===== src/rtl/phase_seq_pkg.sv =====
// Shared definitions for the phase sequencer: the state enumeration,
// default sizing and the helper that sizes the phase index.
// Optional feature macro: PHASE_SEQ_LOOP_EN (continuous looping mode).
package phase_seq_pkg;

    localparam int DEFAULT_NUM_PHASES   = 4;
    localparam int DEFAULT_COUNTER_BITS = 32;

    typedef enum logic [2:0] {
        IDLE    = 3'd0,
        ARM     = 3'd1,
        WAIT    = 3'd2,
        ADVANCE = 3'd3,
        DONE    = 3'd4
    } seqState_t;

    // Width of a phase index; never less than one bit.
    function automatic int phaseWidth(input int numPhases);
        return (numPhases > 1) ? $clog2(numPhases) : 1;
    endfunction

endpackage


===== src/rtl/phase_dur_bank.sv =====
// Duration bank: captures every phase duration when a pass starts and
// offers two phase-indexed read ports. The current port feeds o_LIM; the
// peek port looks at the phase about to be armed, and sees the incoming
// i_DUR directly on the load cycle so the first phase can be judged
// before the capture registers have updated.
module phase_dur_bank
    import phase_seq_pkg::*;
#(
    parameter int COUNTER_BITS = DEFAULT_COUNTER_BITS,
    parameter int NUM_PHASES   = DEFAULT_NUM_PHASES
) (
    input  logic                                 i_CLK,
    input  logic                                 i_RST,
    input  logic                                 i_LOAD,
    input  logic [NUM_PHASES*COUNTER_BITS-1:0]   i_DUR,
    input  logic [phaseWidth(NUM_PHASES)-1:0]    i_CUR_SEL,
    input  logic [phaseWidth(NUM_PHASES)-1:0]    i_PEEK_SEL,
    output logic [COUNTER_BITS-1:0]              o_CUR_DUR,
    output logic [COUNTER_BITS-1:0]              o_PEEK_DUR
);

    localparam int PW = phaseWidth(NUM_PHASES);

    logic [COUNTER_BITS-1:0] r_dur [NUM_PHASES];

    // Capture all durations together on an accepted start; hold otherwise.
    always_ff @(posedge i_CLK or posedge i_RST) begin
        if (i_RST) begin
            for (int p = 0; p < NUM_PHASES; p++) begin
                r_dur[p] <= '0;
            end
        end else if (i_LOAD) begin
            for (int p = 0; p < NUM_PHASES; p++) begin
                r_dur[p] <= i_DUR[p*COUNTER_BITS +: COUNTER_BITS];
            end
        end
    end

    // Current-phase mux driving the downstream limit.
    always_comb begin
        o_CUR_DUR = '0;
        for (int p = 0; p < NUM_PHASES; p++) begin
            if (i_CUR_SEL == PW'(p)) begin
                o_CUR_DUR = r_dur[p];
            end
        end
    end

    // Look-ahead mux for the phase being armed next, bypassing on load.
    always_comb begin
        o_PEEK_DUR = '0;
        for (int p = 0; p < NUM_PHASES; p++) begin
            if (i_PEEK_SEL == PW'(p)) begin
                o_PEEK_DUR = i_LOAD ? i_DUR[p*COUNTER_BITS +: COUNTER_BITS] : r_dur[p];
            end
        end
    end

endmodule


===== src/rtl/phase_sequencer.sv =====
// Phase sequencer: steps through NUM_PHASES timed phases, restarting an
// external limit counter for each non-zero phase and advancing when that
// counter reports overflow. A pass ends with a one-cycle o_DONE pulse.
// Optional feature macro: PHASE_SEQ_LOOP_EN -- when defined the last phase
// wraps back to phase 0 with no DONE state, running until abort or reset.
module phase_sequencer
    import phase_seq_pkg::*;
#(
    parameter int COUNTER_BITS = DEFAULT_COUNTER_BITS,
    parameter int NUM_PHASES   = DEFAULT_NUM_PHASES
) (
    input  logic                                 i_CLK,
    input  logic                                 i_RST,
    input  logic                                 i_START,
    input  logic                                 i_ABORT,
    input  logic [NUM_PHASES*COUNTER_BITS-1:0]   i_DUR,
    input  logic                                 i_OVERFLOW,
    output logic [COUNTER_BITS-1:0]              o_LIM,
    output logic                                 o_CNT_RST,
    output logic [phaseWidth(NUM_PHASES)-1:0]    o_PHASE,
    output logic                                 o_BUSY,
    output logic                                 o_DONE
);

    localparam int            PW         = phaseWidth(NUM_PHASES);
    localparam logic [PW-1:0] LAST_PHASE = PW'(NUM_PHASES - 1);

    seqState_t               r_state;
    seqState_t               w_nextState;
    logic [PW-1:0]           r_phase;
    logic [PW-1:0]           w_nextPhase;
    logic                    w_load;
    logic                    r_cntRst;
    logic                    r_done;
    logic                    w_cntRstNext;
    logic                    w_doneNext;
    logic [COUNTER_BITS-1:0] w_curDur;
    logic [COUNTER_BITS-1:0] w_peekDur;

    phase_dur_bank #(
        .COUNTER_BITS (COUNTER_BITS),
        .NUM_PHASES   (NUM_PHASES)
    ) u_durBank (
        .i_CLK      (i_CLK),
        .i_RST      (i_RST),
        .i_LOAD     (w_load),
        .i_DUR      (i_DUR),
        .i_CUR_SEL  (r_phase),
        .i_PEEK_SEL (w_nextPhase),
        .o_CUR_DUR  (w_curDur),
        .o_PEEK_DUR (w_peekDur)
    );

    // State, phase index and the registered pulse outputs.
    always_ff @(posedge i_CLK or posedge i_RST) begin
        if (i_RST) begin
            r_state  <= IDLE;
            r_phase  <= '0;
            r_cntRst <= 1'b0;
            r_done   <= 1'b0;
        end else begin
            r_state  <= w_nextState;
            r_phase  <= w_nextPhase;
            r_cntRst <= w_cntRstNext;
            r_done   <= w_doneNext;
        end
    end

    // Next-state and next-phase decode; abort overrides every other input.
    always_comb begin
        w_nextState = r_state;
        w_nextPhase = r_phase;
        w_load      = 1'b0;
        if (i_ABORT) begin
            w_nextState = IDLE;
        end else begin
            case (r_state)
                IDLE: begin
                    if (i_START) begin
                        w_nextState = ARM;
                        w_nextPhase = '0;
                        w_load      = 1'b1;
                    end
                end
                ARM: begin
                    w_nextState = (w_curDur == '0) ? ADVANCE : WAIT;
                end
                WAIT: begin
                    if (i_OVERFLOW) begin
                        w_nextState = ADVANCE;
                    end
                end
                ADVANCE: begin
                    if (r_phase < LAST_PHASE) begin
                        w_nextPhase = r_phase + PW'(1);
                        w_nextState = ARM;
                    end else begin
`ifdef PHASE_SEQ_LOOP_EN
                        w_nextPhase = '0;
                        w_nextState = ARM;
`else
                        w_nextState = DONE;
`endif
                    end
                end
                DONE: begin
                    w_nextState = IDLE;
                end
                default: begin
                    w_nextState = IDLE;
                end
            endcase
        end
    end

    // The counter restart is raised for the cycle spent in ARM, but only
    // when the phase being armed has a non-zero duration; an abort out of
    // any active state also restarts the counter so it is left clean.
    assign w_cntRstNext = (i_ABORT && (r_state != IDLE)) ||
                          ((w_nextState == ARM) && (w_peekDur != '0));
    assign w_doneNext   = (w_nextState == DONE);

    assign o_LIM     = w_curDur;
    assign o_CNT_RST = r_cntRst;
    assign o_PHASE   = r_phase;
    assign o_BUSY    = (r_state != IDLE);
    assign o_DONE    = r_done;

endmodule


===== config.mk =====
export PLATFORM = sky130hd
export DESIGN_NAME = phase_sequencer
export DESIGN_NICKNAME = d
export VERILOG_FILES = /design/src/rtl/phase_seq_pkg.sv /design/src/rtl/phase_dur_bank.sv /design/src/rtl/phase_sequencer.sv
export SDC_FILE = /design/constraint.sdc
export NUM_CORES = 1
export LEC_CHECK = 0
export CAP_MARGIN = 20
export CELL_PAD_IN_SITES_DETAIL_PLACEMENT = 1
export CELL_PAD_IN_SITES_GLOBAL_PLACEMENT = 2
export CORE_MARGIN = 1.5
export CORE_UTILIZATION = 26
export DETAILED_ROUTE_END_ITERATION = 7
export GPL_TIMING_DRIVEN = 0
export MAX_ROUTING_LAYER = met4
export PLACE_DENSITY = 0.81
export SLEW_MARGIN = 25
export SYNTH_ARGS = -nofsm -noshare
export SYNTH_HDL_FRONTEND = slang
export SYNTH_SLANG_ARGS = --single-unit

===== constraint.sdc =====
create_clock -name i_CLK -period 4.4 [get_ports i_CLK]
set_input_delay 0.88 -clock i_CLK [delete_from_list [all_inputs] [get_ports i_CLK]]
set_output_delay 0.88 -clock i_CLK [all_outputs]
set_load 0.05 [all_outputs]

### Yosys cells after proc, flatten, opt, wreduce, memory -nomap -nowiden

Cells that the tools add are included.

| word-level totals | value |
|---|---|
| register bits | 135 |
| latch bits | 0 |
| bits in writable memories | 0 |
| memory bits (read-only) | 0 |
| bits of input ports | 133 |
| output and inout bits | 37 |
| word-level logic and storage cells | 55 |
| memories kept | 0 |

| operators by class | value |
|---|---|
| add/subtract/negate cells | 1 |
| $mul | 0 |
| divide/modulo/power cells | 0 |
| magnitude comparators | 1 |
| eq/ne operators | 11 |
| shift-type cells | 0 |
| mux-type cells | 25 |
| bitwise gates (word level) | 0 |
| reductions and logical operators | 9 |

Operators with widths:

| cell | number |
|---|---|
| $mux 32 | 12 |
| $logic_not 32->1 | 1 |
| $reduce_bool 32->1 | 1 |
| $mux 3 | 4 |
| $pmux 3 s4 | 1 |
| $eq 2x2->1 const B | 4 |
| $eq 3x1->1 const B | 2 |
| $eq 3x2->1 const B | 2 |
| $mux 2 | 3 |
| $eq 2x1->1 const B | 2 |
| $logic_not 2->1 | 2 |
| $mux 1 | 4 |
| $pmux 2 s2 | 1 |
| $eq 3x3->1 const B | 1 |
| $logic_not 3->1 | 1 |
| $reduce_bool 3->1 | 1 |
| $add 2x1->2 const B | 1 |
| $logic_and 1x1->1 | 2 |
| $lt 2x2->1 const B | 1 |
| $logic_or 1x1->1 | 1 |

### Longest topological paths before layout

| depth | value |
|---|---|
| depth in word-level cells | 12 |
| gate-level depth with buffers | 9 |
| depth with buffers taken out | 8 |

### Cells and area by module

A second synthesis with hierarchy kept.

| unflattened totals | value |
|---|---|
| cell total of the unflattened synthesis | 480 |
| area total of the unflattened synthesis | 6662.6 sq um |

Modules (own cells, without submodules):

| module | instances | cells an instance | area an instance (sq um) | seq. area each (sq um) |
|---|---|---|---|---|
| phase_dur_bank | 1 | 423 | 6160.9 | 3203.1 |
| phase_sequencer | 1 | 57 | 501.7 | 175.2 |

### Least setup slack after synthesis

Ideal clock, no wire load.

| timing path | value |
|---|---|
| path kind | reg2out |
| from | register r_phase[0] (netlist: o_PHASE[0]) |
| to | output port o_LIM[11] |
| arrival time | 1.916 ns |
| data required time | 3.520 ns |
| setup slack | 1.604 ns |
| cell stages (with the launch flop) | 4 |
| buffers on the path | 2 |
| cells stage by stage | dfrtp_1 -> buf_2 -> buf_2 -> mux4_2 |

| on the way | value |
|---|---|
| cells in the longest elaborated chain, start to end | 5 |
| elaborated cells on any way between the ends | 8 |
| classes of those cells | eq/ne: 3; mux: 4; reduce/logical: 1 |

RTL lines:

| what | RTL line | RTL |
|---|---|---|
| from (decl) | phase_sequencer.sv:30 | `logic [PW-1:0] r_phase;` |
| from (signal assigned) | phase_sequencer.sv:63 | `r_phase <= w_nextPhase;` |
| $logic_not 2->1 | phase_dur_bank.sv:43 | `if (i_CUR_SEL == PW'(p)) begin` |
| $mux 32 (3 in series) | phase_dur_bank.sv:43 |  |
| $mux 32 * | phase_dur_bank.sv:43 |  |
| to (decl) | phase_sequencer.sv:18 | `output logic [COUNTER_BITS-1:0] o_LIM,` |

Mark *: on every way between the ends. The rest lies on a longest branch, timed or not.

### Final worst setup path

| timing path | value |
|---|---|
| from | register r_phase[1] (netlist: o_PHASE[1]) |
| to | output port o_LIM[15] |

Same word-level chain as after synthesis.

==> results.cfg <==
[job]
drv_cap = 0

[synthesis]
synth-edff-count = 0
ys.flop_type = dfrtp_1
async_reset_ff_share_pct = 100
syn-mean-instance-area_sq_um = 9.20
ys_seq_area_share_pct = 51.6
ys_warn_count = 0
ys_types = 43
synth.net_count = 845
syn-instance-count = 712
syn_area_sq_mm = 0.00655
ys_ff_latch = 135

[clock_network]
cts_hold_buffers = 0
clk_latency_ns = 0.43
numCtsBuffers = 17
clockBufferDepth = 2
ctsResizeCount = 0
ctsRootBufferMaster = clkbuf_16
cts_tree = done
htree_levels = 4
cts_sinks = 135
cts_setup_buffers = 0
path_clk_slew_ns = 0.06

[route]
post-route-drc-count = 0
drt-wirelength-per-cell_um = 21.1
ant_nets = 0
drt_iter0_markers = 397
dr_total_vias = 6144
wirelength_um = 26200
via_per_inst = 4.94
first_pass_iters = 5

[sta]
relSlewSlack_pct = 41.7
tightestPinTransition_ns = 0.874
fin_skew_ns = 0.00994
setup_viol = 0
max_freq_mhz = 259
rsz0062_at_grt = false
setup_slack_ns = 0.543
slew_viol_final = 0
finalHoldViolCount = 0
period_minus_slack_ns = 3.86
fin_crit_sh_pct = 87.7
tns_ns = 0

[place]
pre_cts_ws_ns = 0.919
dp_hpwl_um = 20400
gp_congestion = 0.834
portBuffers = 168
dp_cells = 1210

[setup_path]
start_kind = flop
timing.rr.start = o_PHASE[1]
critPathLaunch = o_PHASE[1]
cp_max_fo = 10
crit_end = o_LIM[15]
cp.required_ns = 3.52
r2r_setup_slack_ns = 1.37
reg2regPathDepth = 6
endpoint_kind = output pin
cp.arrival_ns = 2.98
rr_endpoint = r_state[0]
critical_path_class = reg -> out

[final_layout]
drive_gt1_share_pct = 10.1
syn2layout_area_growth_pct = 43.1
fin_cells = 1243
final_common_cell = nand2_1
final_cell_mix = nand2_1 (391), clkdlybuf4s50_1 (168), dfrtp_1 (135)
fin_nets = 1038
final_core_util_pct = 38.2

[floorplanning]
io_pins = 170
die_h_um = 162
rows = 57
core_sq_mm = 0.0245
die_w_um = 162
start_util_pct = 26.7
die_area_sq_mm = 0.0262

[worst_hold_path]
hp-start = u_durBank.r_dur[2]
hold_class = reg -> reg

[global_routing]
track_usage_pct = 21.4
grt_pass1_vias = 6719
gr-total-overflow = 0
antenna_found_initial = 1
grt_pass1_wl_um = 40300
grt_max_degree = 31

[power]
pwr-share-clk_pct = 30.7
vdd_drop_max_v = 0.000237
power.leakage_uw = 0.00418
share_comb_of_total_power_pct = 29.7
internal_power_uw = 3000
swShare_pct = 36.6
p_per_area_mw_per_mm2 = 504
power_switching_uw = 1730
power_uw = 4730
power_frac_seq_pct = 39.6

[outcome]
status = complete, no violations
[state kept, by name, indices dropped and copies added, names as in the netlist]
signal,flops
o_PHASE,2
o_DONE,1
u_durBank.r_dur,128
o_CNT_RST,1
r_state,3
[final cells by class]
cell class | count | area (sq um)
Tap cell | 324 | 405
Multi-Input combinational cell | 535 | 2980
Timing Repair Buffer | 174 | 1810
Clock buffer | 21 | 470
Clock inverter | 11 | 123
Buffer | 40 | 198
Antenna cell | 1 | 2.50
Fill cell | 2875 | 15200
Inverter | 2 | 13.8
Sequential cell | 135 | 3380
[cell usage after synthesis (2+ instances only)]
cell	instances	area share, %
nor2_1	7	0.40
buf_2	4	0.31
nand3_1	4	0.31
a31oi_1	2	0.19
nand4_1	3	0.29
nand2_1	391	22
clkbuf_1	29	1.7
nor4_1	53	5.1
buf_6	3	0.52
buf_1	2	0.11
nor3_1	3	0.23
or4_1	2	0.23
o211ai_1	3	0.34
clkbuf_8	2	0.42
mux2i_1	3	0.46
mux4_2	32	11
a21oi_1	8	0.61
dfrtp_1	135	52
and3_1	2	0.19
[per-layer routing]
metal  GRT usage (%)  up-vias  part of all wire (%)
met1            27.8     3081                    45
met4            5.67        0                   1.7
li1                -     2797                     -
met5               -        -                     0
met3            4.26       32                   5.9
met2            34.3      234                    48
[power groups by stage]
stage,logic [uW],registers [uW],clock network [uW]
final,1410,1870,1450
after global routing,1520,1900,1520
after CTS,1420,1860,1480
after detailed placement,1410,1870,0
after global placement,1360,1860,0
after floorplan,883,1750,0
[metrics by stage]
| stage | hold WS [ns] | cell area (sq um) |
|---|---|---|
| 5_1_grt | 0.532 | 9370 |
| 4_1_cts | 0.505 | 9370 |
| 3_5_place_dp | 0.490 | 8780 |
| 2_1_floorplan | 0.463 | 6560 |
| 6_report | 0.507 | 9370 |
| 3_3_place_gp | 0.483 | 8640 |
[kinds of logic (layout without fill, tap and decap cells)]
family                    after synthesis  after routing  share of synthesized area (%)
muxes                                  36             36                           11.6
buffers and inverters                  42            248                           3.17
other                                   0              1                              0
DFF                                   135            135                           51.6
AOI/OAI and AO/OA                      23             23                           2.77
and+or+nand+nor                       475            475                           30.7
xor gates and xnor gates                1              1                          0.134
[critical path: stages (launching register included)]
cell	delay (ns)
dfrtp_1	0.39
clkbuf_8	0.21
clkbuf_1	0.67
mux4_2	0.44
clkdlybuf4s50_1	0.82
[worst min-delay path by stage]
stage / to / cells after the start
floorplan: u_durBank.r_dur[36] / 2
global placement: u_durBank.r_dur[47] / 2
detailed placement: u_durBank.r_dur[8] / 2
CTS: u_durBank.r_dur[8] / 2
global route: u_durBank.r_dur[22] / 2
finish: u_durBank.r_dur[2] / 2
Note: power is estimated with default switching activity, not from simulation.
